<file path="src/rtl/sga_pkg.sv">
// Shared SGA definitions: direction encoding, button indices and the reversal rule.
// The datapath head-movement logic imports this same package.
package sga_pkg;

    typedef logic [1:0] dir_t;

    localparam dir_t DIR_RIGHT = 2'b00;
    localparam dir_t DIR_LEFT  = 2'b01;
    localparam dir_t DIR_UP    = 2'b10;
    localparam dir_t DIR_DOWN  = 2'b11;

    localparam int NUM_BUTTONS = 4;
    localparam int BTN_RIGHT   = 0;
    localparam int BTN_LEFT    = 1;
    localparam int BTN_UP      = 2;
    localparam int BTN_DOWN    = 3;

    typedef struct packed {
        logic valid;
        dir_t dir;
    } dir_pick_t;

    // Opposite directions share the axis bit and differ only in the sign bit.
    function automatic logic is_reversal(dir_t cand, dir_t ref_dir);
        return (cand[1] == ref_dir[1]) && (cand[0] != ref_dir[0]);
    endfunction

    // Fixed priority when several buttons rise together: up > down > left > right.
    function automatic dir_pick_t pick_direction(logic [NUM_BUTTONS-1:0] rise);
        dir_pick_t p;
        p.valid = |rise;
        p.dir   = DIR_RIGHT;
        if (rise[BTN_UP]) begin
            p.dir = DIR_UP;
        end else if (rise[BTN_DOWN]) begin
            p.dir = DIR_DOWN;
        end else if (rise[BTN_LEFT]) begin
            p.dir = DIR_LEFT;
        end else if (rise[BTN_RIGHT]) begin
            p.dir = DIR_RIGHT;
        end
        return p;
    endfunction

endpackage

</file>
<file path="src/rtl/sga_debouncer.sv">
// One-button input conditioner: 2-flop synchronizer followed by a stability counter.
// The clean level flips only after DEBOUNCE_CYCLES consecutive cycles of disagreement.
module sga_debouncer #(
    parameter int DEBOUNCE_CYCLES = 50000,
    parameter int CNT_W           = 16
) (
    input  logic clock,
    input  logic reset,
    input  logic raw,
    output logic clean
);

    if ((DEBOUNCE_CYCLES < 2) ||
        ((CNT_W < 32) && ((64'd1 << CNT_W) <= 64'(DEBOUNCE_CYCLES)))) begin : g_param_err
        $error("sga_debouncer: DEBOUNCE_CYCLES must be >= 2 and fit in CNT_W bits");
    end

    localparam logic [CNT_W-1:0] CNT_LAST = CNT_W'(DEBOUNCE_CYCLES - 1);

    logic [1:0]       sync_q;
    logic [CNT_W-1:0] cnt_q;
    logic             clean_q;

    always_ff @(posedge clock) begin
        if (reset) begin
            sync_q  <= 2'b00;
            cnt_q   <= '0;
            clean_q <= 1'b0;
        end else begin
            sync_q <= {sync_q[0], raw};
            if (sync_q[1] != clean_q) begin
                if (cnt_q == CNT_LAST) begin
                    clean_q <= ~clean_q;
                    cnt_q   <= '0;
                end else begin
                    cnt_q <= cnt_q + CNT_W'(1);
                end
            end else begin
                // Any return to the clean level restarts the stability window.
                cnt_q <= '0;
            end
        end
    end

    assign clean = clean_q;

endmodule

</file>
<file path="src/rtl/sga_direction_unit.sv">
// SGA input stage: debounces the direction buttons, filters 180-degree reversals and
// holds the newest legal request until the datapath move tick commits it.
module sga_direction_unit
    import sga_pkg::*;
#(
    parameter int DEBOUNCE_CYCLES = 50000,
    parameter int CNT_W           = 16
) (
    input  logic                   clock,
    input  logic                   reset,
    input  logic [NUM_BUTTONS-1:0] buttons,
    input  logic                   enable,
    input  logic                   clear_direction,
    input  logic                   move_tick,
    output logic [1:0]             direction,
    output logic [1:0]             pending,
    output logic                   any_press,
    output logic [NUM_BUTTONS-1:0] db_buttons_clean
);

    logic [NUM_BUTTONS-1:0] clean;
    logic [NUM_BUTTONS-1:0] clean_d;
    logic [NUM_BUTTONS-1:0] rise;
    dir_pick_t              pick;
    dir_t                   ref_dir;
    logic                   accept;

    for (genvar i = 0; i < NUM_BUTTONS; i++) begin : g_db
        sga_debouncer #(
            .DEBOUNCE_CYCLES(DEBOUNCE_CYCLES),
            .CNT_W          (CNT_W)
        ) u_db (
            .clock(clock),
            .reset(reset),
            .raw  (buttons[i]),
            .clean(clean[i])
        );
    end

    always_ff @(posedge clock) begin
        if (reset) begin
            clean_d <= '0;
            rise    <= '0;
        end else begin
            clean_d <= clean;
            rise    <= clean & ~clean_d;
        end
    end

    assign any_press        = |rise;
    assign db_buttons_clean = clean;

    // Requests are judged against the direction in force after this cycle's commit,
    // so a press coinciding with the tick is checked against the outgoing pending.
    assign pick    = pick_direction(rise);
    assign ref_dir = move_tick ? pending : direction;
    assign accept  = enable && pick.valid &&
                     !is_reversal(pick.dir, ref_dir) && (pick.dir != ref_dir);

    always_ff @(posedge clock) begin
        if (reset) begin
            direction <= DIR_RIGHT;
            pending   <= DIR_RIGHT;
        end else if (clear_direction) begin
            direction <= DIR_RIGHT;
            pending   <= DIR_RIGHT;
        end else begin
            // The commit ignores enable so a paused game still tracks its last request.
            if (move_tick) begin
                direction <= pending;
            end
            if (accept) begin
                pending <= pick.dir;
            end
        end
    end

endmodule

</file>
<file path="config.mk">
export PLATFORM = sky130hd
export DESIGN_NAME = sga_direction_unit
export DESIGN_NICKNAME = d
export VERILOG_FILES = /design/src/rtl/sga_pkg.sv /design/src/rtl/sga_debouncer.sv /design/src/rtl/sga_direction_unit.sv
export SDC_FILE = /design/constraint.sdc
export NUM_CORES = 1
export LEC_CHECK = 0
export ABC_CLOCK_PERIOD_IN_PS = 2600
export BUFFER_PORTS_ARGS = -buffer_cell sky130_fd_sc_hd__buf_2
export CELL_PAD_IN_SITES_DETAIL_PLACEMENT = 0
export CELL_PAD_IN_SITES_GLOBAL_PLACEMENT = 1
export CORE_UTILIZATION = 35
export CTS_BUF_LIST = sky130_fd_sc_hd__clkbuf_2 sky130_fd_sc_hd__clkbuf_4 sky130_fd_sc_hd__clkbuf_8
export DETAILED_ROUTE_END_ITERATION = 10
export PLACE_DENSITY_LB_ADDON = 0.1
export SYNTH_ARGS = -nofsm -noshare
export SYNTH_HDL_FRONTEND = slang
export SYNTH_SLANG_ARGS = --single-unit
export TNS_END_PERCENT = 10
</file>
<file path="constraint.sdc">
create_clock -name clock -period 2.6 [get_ports clock]
set_input_delay 0.26 -clock clock [delete_from_list [all_inputs] [get_ports clock]]
set_output_delay 0.26 -clock clock [all_outputs]
set_load 0.02 [all_outputs]
</file>
==> metrics.md <==
| Metric | Value |
|---|---|
| Clock network fraction of total power | a little over two fifths |
| Worst setup EP type | flip-flop |
| Total Routed Length | 6350 um |
| Int Pwr | 1.91 mW |
| 1st-pass router iterations | 4 |
| Post-CTS Hold Fix Bufs | 0 |
| Crit path DAT | between 2 and 2.5 ns |
| Antenna Nets Post-Route | 0 |
| Avg WL per Cell | 11.6 um |
| Post-synthesis async set-or-reset flop share | 0% |
| Area growth, synth to finish | 11.1% |
| Reg power frac | 56.4% |
| Final period utilization | 80.3% |
| Synthesized area | 0.00361 sq mm |
| TritonCTS buffer count | 9 |
| PD cells | 599 mW/mm^2 |
| Setup TNS | 0 ns |
| Total congestion overflow | 0 |
| DRC | 0 |
| Sw Pwr | 490 uW |
| FF-to-FF path depth | 4 |
| Worst stage delay on the critical path | ~0.63 ns |
| Port Buffers | 17 |
| Longest Clk Path Bufs | 2 |
| Post-CTS Resized | 0 |
| Post-synth top area share | 48.8% |
| Largest delay share family, worst path | simple AND/OR/NAND/NOR gates |
| Full die area | roughly 0.011 sq mm |
| Flop2flop setup slack | 0.51 ns |
| Diode count | 0 |
| Leakage | 1.25 nW |
| WHS | ~0.12 ns |
| Vias/cell | 4.64 |
| Largest net degree at the start of global routing | 26 |
| Crit Reg-Reg Endpoint | g_db[2].u_db.cnt_q[10]$_SDFF_PP0_ |
| Combinational share of power | 1.3% |
| Max cap viols | 0 |
| Startpoint types | flip-flop |
| Min-delay worst type | in -> reg |
| Initial Util | between 30% and 40% |
| Critical Path RT | 2.82 ns |
| Tmin final | about 2.1 ns |
| Die Y | 104 um |
| Final cell count without fillers | between 500 and 600 |
| Most common cell after layout, fill and taps aside | dfxtp_1 |
| Main flop type after synthesis | dfxtp_1 |
| All-Layer GR Usage | about 12% |
| Hold Path Sink | g_db[0].u_db.sync_q[0]$_SDFF_PP0_ |
| Worst VDD drop | around 0.4 mV |
| Mapped Cells | 393 |
| Hold path depth | 2 |
| Number of global-route vias before repair | 2316 |
| Avg Cell Area, Syn | 9.19 sq um |
| Relative slew slack | 66.0% |
| Hold path startpoint | buttons[0] |
| Area contributors post-synth | dfxtp_1 (49%), xnor2_1 (12%), nor2_1 (8.0%) |
| Post-synth EDFFs | 0 |
| Worst Max-Slew Pin Slew | 0.508 ns |
| Vias | between 2000 and 3000 |
| Max-slew violations | 0 |
| Final worst slack | 0.512 ns |
| Outcome | completed |
| Clk sinks | 88 |
| Buffers & Inverters on Critical Path | 0 |
| Row Count | 36 |
| Post-DP HPWL | 4270 um |
| Worst R2R Start | g_db[2].u_db.cnt_q[9]$_SDFF_PP0_ |
| Pre-CTS setup slack | 0.472 ns |
| Sequential fraction of the synthesis area | 48.8% |
| Commonest cells after routing, fill and taps aside | dfxtp_1 (88), nor2_1 (77), xnor2_1 (51) |
| F_max | roughly 480 MHz |
| Nets | 424 |
| Flops & latches, synth | 88 |
| Max stage delay cell, worst path | or4b_2 |
| Antenna violations before repair | 0 |
| Clk root buf | clkbuf_8 |
| Clock Pin Slew Worst Setup and Hold Paths | 0.09 ns |
| Core area | 0.00986 sq mm |
| Clock Skew | 0.00990 ns |
| Routability cong. | 0.692 |
| RSZ-0062 raised after global routing | false |
| Clk_lat worst skew | about 0.35 ns |
| CTS HTree Levels | 3 |
| # placed instances | around 530 |
| Io pins | 18 |
| Syn nets | between 400 and 500 |
| First-pass GRT wire length | ~11000 um |
| Final setup fails | 0 |
| Synth area leader | dfxtp_1 |
| CP cell instances | or4b_2 -> nor4_2 -> or2_1 -> nor2_1 |
| Synth unique cells | 38 |
| Hold Vio Cnt, Final | 0 |
| CTS tree | done |
| CP max FO | 15 |
| Layout cells sized above 1 | 9.13% |
| Die width | just over 100 um |
| Starting DRT DRC Count | 72 |
| Ys Warns | 0 |
| Switching Fraction | 20.4% |
| Kind of critical path | reg -> reg |
| Setup bufs post-CTS | 0 |
==> cells in the mapped netlist, types with 5 or more instances <==
library cell,count
nand2_1,18
nor2_1,77
nor3_1,19
inv_1,14
nand4_1,16
xor2_1,10
mux2i_1,5
dfxtp_1,88
xnor2_1,51
nand3_1,17
nor4_1,16
nor2b_1,16
==> kinds of logic after synthesis <==
logic type	share of synthesized area (%)
compound gates	1.94
xor+xnor	14.8
fa+ha+maj	1.39
buf+inv	3.46
flops	48.8
mux	1.39
simple gates	28.2
==> how the worst max path moves through the flow <==
| stage | from | end | slack (ns) | cells after the start |
|---|---|---|---|---|
| after floorplan | g_db[1].u_db.cnt_q[5]$_SDFF_PP0_ | g_db[1].u_db.cnt_q[15]$_SDFF_PP0_ | 0.73 | 5 |
| after global placement | g_db[2].u_db.cnt_q[9]$_SDFF_PP0_ | g_db[2].u_db.cnt_q[14]$_SDFF_PP0_ | 0.54 | 4 |
| after detailed placement | g_db[2].u_db.cnt_q[9]$_SDFF_PP0_ | g_db[2].u_db.cnt_q[10]$_SDFF_PP0_ | 0.47 | 4 |
| after CTS | g_db[2].u_db.cnt_q[9]$_SDFF_PP0_ | g_db[2].u_db.cnt_q[10]$_SDFF_PP0_ | 0.46 | 4 |
| after global routing | g_db[2].u_db.cnt_q[9]$_SDFF_PP0_ | g_db[2].u_db.cnt_q[13]$_SDFF_PP0_ | 0.30 | 4 |
| final | g_db[2].u_db.cnt_q[9]$_SDFF_PP0_ | g_db[2].u_db.cnt_q[10]$_SDFF_PP0_ | 0.51 | 4 |
==> power by group through the flow <==
| stage | logic (mW) | registers (mW) | clock network [mW] |
|---|---|---|---|
| after floorplan | 0.0220 | 1.39 | 0 |
| after global placement | 0.0331 | 1.39 | 0 |
| after detailed placement | 0.0332 | 1.39 | 0 |
| after CTS | 0.0331 | 1.36 | 1.06 |
| after global routing | 0.0368 | 1.36 | 1.12 |
| final | 0.0321 | 1.36 | 1.02 |
==> worst reg2reg max path, cell delays in order (launching register included) <==
cell	delay [ns]
dfxtp_1	0.43
or4b_2	0.63
nor4_2	0.32
or2_1	0.48
nor2_1	0.11
==> per-stage QoR <==
stage / power, mW / instance area, sq um / utilization [%]
finish: 2.41 / 4010 / 40.7
global route: 2.52 / 4010 / 40.7
CTS: 2.45 / 4010 / 40.7
detailed placement: 1.42 / 3800 / 38.5
global placement: 1.42 / 3800 / 38.5
floorplan: 1.41 / 3610 / -
==> state kept, by name, indices dropped and copies added, names as in the netlist, named ones only <==
register	count
direction	1
rise	4
pending	2
g_db.u_db.cnt_q	64
clean_d	4
g_db.u_db.sync_q	8
g_db.u_db.clean	4
==> area by class of cell <==
type	count	area, sq um
clock buffer	10	131
clock inverter	6	83.8
fill	983	5850
inverter	14	52.6
multi-input combinational	280	1720
sequential	88	1760
tap	133	166
timing repair buffer	18	92.6
==> per-layer routing <==
metal  track usage [%]  wire, um
met4              5.28        78
met3              3.90       188
met5                 0         0
met2              18.6      2740
met1              16.5      3340
No activity file was read; power rests on OpenSTA's default activity.
